--- src/rtl/bus_arbiter.sv ---
// Two-core, two-class RAM arbiter: dcache traffic beats icache traffic, round-robin
// between cores within a class, and owners are capped at BURST words per grant.
module bus_arbiter #(
   parameter int unsigned BURST = 4
) (
   input  logic        CLK,
   input  logic        nRST,
   input  logic [1:0]  dREN,
   input  logic [1:0]  dWEN,
   input  logic [63:0] daddr,
   input  logic [63:0] dstore,
   input  logic [1:0]  iREN,
   input  logic [63:0] iaddr,
   input  logic        ram_ready,
   input  logic [31:0] ramload,
   output logic [1:0]  dwait,
   output logic [1:0]  iwait,
   output logic [63:0] dload,
   output logic [63:0] iload,
   output logic        ramREN,
   output logic        ramWEN,
   output logic [31:0] ramaddr,
   output logic [31:0] ramstore,
   output logic [2:0]  owner
);

   typedef enum logic {IDLE = 1'b0, BUSY = 1'b1} state_t;

   localparam logic [3:0] BURST_LAST = 4'(BURST - 1);

   state_t      state, state_nxt;
   logic [2:0]  owner_nxt;
   logic [3:0]  count, count_nxt;
   logic        d_last, d_last_nxt;
   logic        i_last, i_last_nxt;
   logic        win_core;

   logic [1:0]  d_req;
   logic        own_core, own_icache, own_req, active;

   assign d_req      = dREN | dWEN;
   assign own_core   = owner[0];
   assign own_icache = owner[1];
   assign own_req    = own_icache ? iREN[own_core] : d_req[own_core];
   assign active     = (state == BUSY) && own_req;

   // NOTE: sequential state uses non-blocking assignments so every register
   // samples the values from before the edge, independent of statement order.
   always_ff @(posedge CLK or negedge nRST) begin
      if (!nRST) begin
         state  <= IDLE;
         owner  <= 3'b000;
         count  <= 4'd0;
         d_last <= 1'b1;
         i_last <= 1'b1;
      end else begin
         state  <= state_nxt;
         owner  <= owner_nxt;
         count  <= count_nxt;
         d_last <= d_last_nxt;
         i_last <= i_last_nxt;
      end
   end

   // NOTE: every signal written here gets a default first; a path that left one
   // unassigned would infer a latch.
   always_comb begin
      state_nxt  = state;
      owner_nxt  = owner;
      count_nxt  = count;
      d_last_nxt = d_last;
      i_last_nxt = i_last;
      win_core   = 1'b0;
      case (state)
         IDLE: begin
            if (|d_req) begin
               win_core   = (&d_req) ? ~d_last : d_req[1];
               owner_nxt  = {1'b1, 1'b0, win_core};
               d_last_nxt = win_core;
               count_nxt  = 4'd0;
               state_nxt  = BUSY;
            end else if (|iREN) begin
               win_core   = (&iREN) ? ~i_last : iREN[1];
               owner_nxt  = {1'b1, 1'b1, win_core};
               i_last_nxt = win_core;
               count_nxt  = 4'd0;
               state_nxt  = BUSY;
            end
         end
         BUSY: begin
            // A dropped request ends the grant without counting a word.
            if (!own_req) begin
               state_nxt = IDLE;
               owner_nxt = 3'b000;
            end else if (ram_ready) begin
               if (count == BURST_LAST) begin
                  state_nxt = IDLE;
                  owner_nxt = 3'b000;
               end else begin
                  count_nxt = count + 4'd1;
               end
            end
         end
         default: begin
            state_nxt = IDLE;
            owner_nxt = 3'b000;
         end
      endcase
   end

   always_comb begin
      ramREN   = 1'b0;
      ramWEN   = 1'b0;
      ramaddr  = 32'd0;
      ramstore = 32'd0;
      dwait    = d_req;
      iwait    = iREN;
      if (active) begin
         if (own_icache) begin
            ramREN             = 1'b1;
            ramaddr            = own_core ? iaddr[63:32] : iaddr[31:0];
            iwait[own_core]    = ~ram_ready;
         end else begin
            // Write wins when a core raises both dREN and dWEN.
            ramWEN             = dWEN[own_core];
            ramREN             = dREN[own_core] & ~dWEN[own_core];
            ramaddr            = own_core ? daddr[63:32]  : daddr[31:0];
            ramstore           = own_core ? dstore[63:32] : dstore[31:0];
            dwait[own_core]    = ~ram_ready;
         end
      end
   end

   assign dload = {ramload, ramload};
   assign iload = {ramload, ramload};

endmodule

--- config.mk ---
export PLATFORM = sky130hd
export DESIGN_NAME = bus_arbiter
export DESIGN_NICKNAME = d
export VERILOG_FILES = /design/src/rtl/bus_arbiter.sv
export SDC_FILE = /design/constraint.sdc
export NUM_CORES = 1
export LEC_CHECK = 0
export ABC_CLOCK_PERIOD_IN_PS = 1900
export BUFFER_PORTS_ARGS = -buffer_cell sky130_fd_sc_hd__buf_2
export CAP_MARGIN = 30
export CELL_PAD_IN_SITES_DETAIL_PLACEMENT = 2
export CELL_PAD_IN_SITES_GLOBAL_PLACEMENT = 2
export CORE_AREA = 2 2 169 171
export CTS_CLUSTER_DIAMETER = 40
export CTS_CLUSTER_SIZE = 30
export DETAILED_ROUTE_END_ITERATION = 8
export DIE_AREA = 0 0 171 173
export GPL_TIMING_DRIVEN = 0
export PLACE_DENSITY = 0.72
export SYNTH_ARGS = -nofsm -noshare
export SYNTH_HDL_FRONTEND = slang
export SYNTH_SLANG_ARGS = --single-unit
--- constraint.sdc ---
create_clock -name CLK -period 1.9 [get_ports CLK]
set_input_delay 0.095 -clock CLK [delete_from_list [all_inputs] [get_ports CLK]]
set_output_delay 0.095 -clock CLK [all_outputs]
set_load 0.03 [all_outputs]
==> impl_results.html <==
<table>
<tr><th>Metric</th><th>Value</th></tr>
<tr><th colspan="2">Power and ir drop</th></tr>
<tr><td>Leakage dissipation</td><td>3.30 nW</td></tr>
<tr><td>PD cells</td><td>1280 nW/um^2</td></tr>
<tr><td>Peak VDD IR</td><td>0.320 mV</td></tr>
<tr><th colspan="2">Die</th></tr>
<tr><td>Initial Utilization</td><td>0.108</td></tr>
<tr><td>Die extent in y</td><td>173 um</td></tr>
<tr><td>Placeable core region</td><td>27,600 sq um</td></tr>
<tr><td>Die Width</td><td>171 um</td></tr>
<tr><td>I/O pin count</td><td>434</td></tr>
<tr><td>Num rows</td><td>61</td></tr>
<tr><td>Die footprint</td><td>29,600 sq um</td></tr>
<tr><th colspan="2">STA</th></tr>
<tr><td>Hold Fails Final Rpt</td><td>0</td></tr>
<tr><td>Min cycle time layout</td><td>1.99 ns</td></tr>
<tr><td>Worst Clk Skew</td><td>0.00176 ns</td></tr>
<tr><td>Final setup fails</td><td>33</td></tr>
<tr><td>Slew of the pin with the lowest slew margin</td><td>0.578 ns</td></tr>
<tr><td>Worst rel slew slack</td><td>0.612</td></tr>
<tr><td>Post-route clock period utilization</td><td>1.05</td></tr>
<tr><td>Setup repair after global routing missed its margin</td><td>true</td></tr>
<tr><td>Max-slew violation count</td><td>0</td></tr>
<tr><td>Maximum operating frequency</td><td>502 MHz</td></tr>
<tr><td>Smallest setup slack after layout</td><td>-0.0907 ns</td></tr>
<tr><th colspan="2">Logic synthesis</th></tr>
<tr><td>Cell count after synthesis</td><td>319</td></tr>
<tr><td>Post-synthesis register bit count</td><td>10</td></tr>
<tr><td>Share of synthesized registers carrying an async set or reset</td><td>1.00</td></tr>
<tr><td>Post-Synthesis Mean Instance Area</td><td>9.32 sq um</td></tr>
<tr><td>Net count of the mapped netlist</td><td>553</td></tr>
<tr><td>Syn Std Cell Area</td><td>2970 sq um</td></tr>
<tr><td>Count of yosys warnings during synthesis</td><td>0</td></tr>
<tr><td>Count of cell types in the netlist</td><td>37</td></tr>
<tr><td>Most frequently used flop master after synthesis</td><td>dfrtp_1</td></tr>
<tr><td>Post-synth EDFFs</td><td>0</td></tr>
<tr><td>Seq/Total Area, Yosys</td><td>0.0850</td></tr>
<tr><th colspan="2">Drt</th></tr>
<tr><td>Met3 WL post-DR</td><td>1450 um</td></tr>
<tr><td>Post-DR wirelength/cell</td><td>17.1 um</td></tr>
<tr><td>Routed metal-1 wirelength</td><td>6880 um</td></tr>
<tr><td>Total number of vias</td><td>4,103</td></tr>
<tr><td>Number of antenna-violating nets in the routed design</td><td>0</td></tr>
<tr><td>Number of vias per cell after detailed routing</td><td>3.70</td></tr>
<tr><td>Highest routed layer</td><td>met5</td></tr>
<tr><td>Routed length on met2</td><td>10,500 um</td></tr>
<tr><td>1st-pass router iterations</td><td>4</td></tr>
<tr><td>Final wirelength</td><td>18,900 um</td></tr>
<tr><td>First-iteration detailed-routing DRC count</td><td>90</td></tr>
<tr><td>Post-route DRC</td><td>0</td></tr>
<tr><th colspan="2">Clock tree</th></tr>
<tr><td>Clock Tree Root</td><td>clkbuf_16</td></tr>
<tr><td>CTS Buffer Depth</td><td>2</td></tr>
<tr><td>Clock tree from TritonCTS</td><td>yes</td></tr>
<tr><td>Source-to-sink clock delay at the later pin of the worst-skew pair</td><td>0.24 ns</td></tr>
<tr><td>Sink Count</td><td>10</td></tr>
<tr><td>Clock transition at the registers of the reported paths</td><td>0.04 ns</td></tr>
<tr><td>Max H-tree Level</td><td>1</td></tr>
<tr><td>Number of buffers created by CTS</td><td>3</td></tr>
<tr><th colspan="2">Placement</th></tr>
<tr><td>Quantity of I/O buffers inserted on ports</td><td>400</td></tr>
<tr><td>Final weighted congestion in routability-driven placement</td><td>0.813</td></tr>
<tr><td>Dpl cells</td><td>1,097</td></tr>
<tr><td>DP Wirelength</td><td>16,100 um</td></tr>
<tr><td>Setup WS pre-CTS</td><td>-0.494 ns</td></tr>
<tr><th colspan="2">Job</th></tr>
<tr><td>Total of max-cap violations</td><td>0</td></tr>
<tr><th colspan="2">Global routing</th></tr>
<tr><td>Total global routing track utilization</td><td>0.119</td></tr>
<tr><td>Vias in the first global route</td><td>4,606</td></tr>
<tr><td>Overflow left after global routing</td><td>0</td></tr>
<tr><td>Number of antenna violations at the first check in global routing</td><td>2</td></tr>
<tr><td>Pin count of the biggest net entering global routing</td><td>11</td></tr>
<tr><td>Wire length of the first global-routing pass</td><td>27,200 um</td></tr>
<tr><th colspan="2">Finish</th></tr>
<tr><td>Fin cells</td><td>1,110</td></tr>
<tr><td>Commonest non-fill, non-tap cell in the layout</td><td>buf_2</td></tr>
<tr><td>Net count of the finished layout</td><td>966</td></tr>
<tr><td>Fraction of final layout cells with drive strength greater than 1</td><td>0.869</td></tr>
<tr><td>Most frequent cells in the layout</td><td>337 x buf_2, 169 x buf_4, 33 x mux4_2</td></tr>
<tr><td>Relative area change from synthesis to final layout</td><td>110%</td></tr>
<tr><th colspan="2">Outcome</th></tr>
<tr><td>Outcome</td><td>finished with violations</td></tr>
<tr><td>Violations in the final reports</td><td>setup timing</td></tr>
<tr><th colspan="2">Worst setup path</th></tr>
<tr><td>Top cell by count, worst path</td><td>buf_8</td></tr>
<tr><td>Slowest library cell on the worst path</td><td>mux4_2</td></tr>
<tr><td>Crit path kind</td><td>register to primary output</td></tr>
<tr><td>Required time at the worst-slack endpoint</td><td>1.80 ns</td></tr>
<tr><td>Largest delay share family, worst path</td><td>multiplexers</td></tr>
<tr><td>Number of buffers and inverters on the critical path</td><td>3</td></tr>
<tr><td>CP Capture Type</td><td>primary output</td></tr>
<tr><td>FF-to-FF setup slack</td><td>-0.03 ns</td></tr>
<tr><td>Crit path cell chain</td><td>mux4_2, buf_8, buf_8, and3_1, buf_6</td></tr>
<tr><td>Critical path's largest stage delay</td><td>0.60 ns</td></tr>
<tr><td>Arrival @ worst endpoint</td><td>1.90 ns</td></tr>
<tr><td>Largest fanout on the critical path</td><td>5</td></tr>
<tr><td>Startpoint type of the worst setup path</td><td>register</td></tr>
<tr><th colspan="2">Worst hold path</th></tr>
<tr><td>Min-delay worst type</td><td>input pin to register</td></tr>
</table>
==> layer usage <==
metal,track usage,up-vias
li1,-,1885
met5,0,-
met3,0.0307,12
met1,0.128,2001
met2,0.236,203
met4,0.0120,2
==> layout make-up <==
cell class / count / area (sq um)
fillers: 3267 / 21400
repair buffers: 410 / 2420
clock buffers: 4 / 88.8
multi-input cells: 154 / 1790
inverters: 1 / 3.75
diodes: 1 / 2.50
flip-flops and latches: 10 / 255
plain buffers: 152 / 1210
well taps: 378 / 473
==> power breakdown <==
group	switching, mW	internal [mW]
sequential	0.128	0.327
clock	0.108	0.317
combinational	3.78	3.32
==> synthesized netlist by cell type, types with 2 or more instances <==
| library cell | instances | area, sq um |
|---|---|---|
| buf_6 | 2 | 22.5 |
| a31oi_1 | 2 | 12.5 |
| mux2i_1 | 4 | 40.0 |
| nand3_1 | 3 | 15.0 |
| nor2b_1 | 3 | 18.8 |
| clkbuf_1 | 16 | 60.1 |
| o21ai_0 | 6 | 30.0 |
| and3_1 | 34 | 213 |
| dfstp_2 | 2 | 52.6 |
| buf_4 | 131 | 983 |
| mux4_2 | 33 | 743 |
| a21oi_1 | 5 | 25.0 |
| buf_2 | 5 | 25.0 |
| nand4_1 | 2 | 12.5 |
| a22o_1 | 32 | 280 |
| dfrtp_1 | 8 | 200 |
| a221oi_1 | 2 | 17.5 |
| nor2_1 | 5 | 18.8 |
| nand2_1 | 4 | 15.0 |
| or2_4 | 2 | 17.5 |
| nor3_1 | 2 | 10.0 |
==> flip-flops by register name, summed over array words and instances, names as in the netlist <==
name and cells:
i_last 1, count 4, d_last 1, owner 3
state 1
==> per-stage QoR <==
stage | hold WS, ns | setup TNS, ns | area, sq um | util | power [mW]
final | 0.106 | -1.73 | 6250 | 0.226 | 7.98
after global routing | 0.142 | -4.41 | 6240 | 0.226 | 8.44
after CTS | 0.106 | -2.28 | 6110 | 0.221 | 7.80
after detailed placement | -0.0217 | -19.85 | 5470 | 0.198 | 6.14
after global placement | -0.0218 | -19.42 | 5470 | 0.198 | 6.06
after floorplan | -0.201 | 0 | 2990 | - | 4.36
==> repair_timing <==
item,in CTS,in global routing
setup endpoints to repair,71,74
gates resized for setup,139,37
pin swaps,6,3
endpoints found under the hold margin,10,0
gates cloned,2,1
setup buffers,6,0
hold buffers,1,0
==> kinds of logic after synthesis <==
logic type	Yosys count	share of synthesized area
buffers and inverters	155	0.368
DFF	10	0.0850
AOI/OAI and AO/OA	55	0.146
adders and majority gates	1	0.00421
muxes	38	0.267
and+or+nand+nor	60	0.130
==> path summary, 6_finish.rpt <==
| check | start | endpoint | depth (start not counted) |
|---|---|---|---|
| setup / recovery | owner[0] | ramaddr[15] | 5 |
| hold / removal | iREN[0] | i_last | 2 |
| setup reg to reg | owner[0] | count[2] | 6 |
| hold reg to reg | count[0] | count[0] | 1 |
| max in group asynchronous | nRST | d_last | 2 |
| min in group asynchronous | nRST | count[3] | 2 |
No activity file was read; power rests on OpenSTA's default activity.
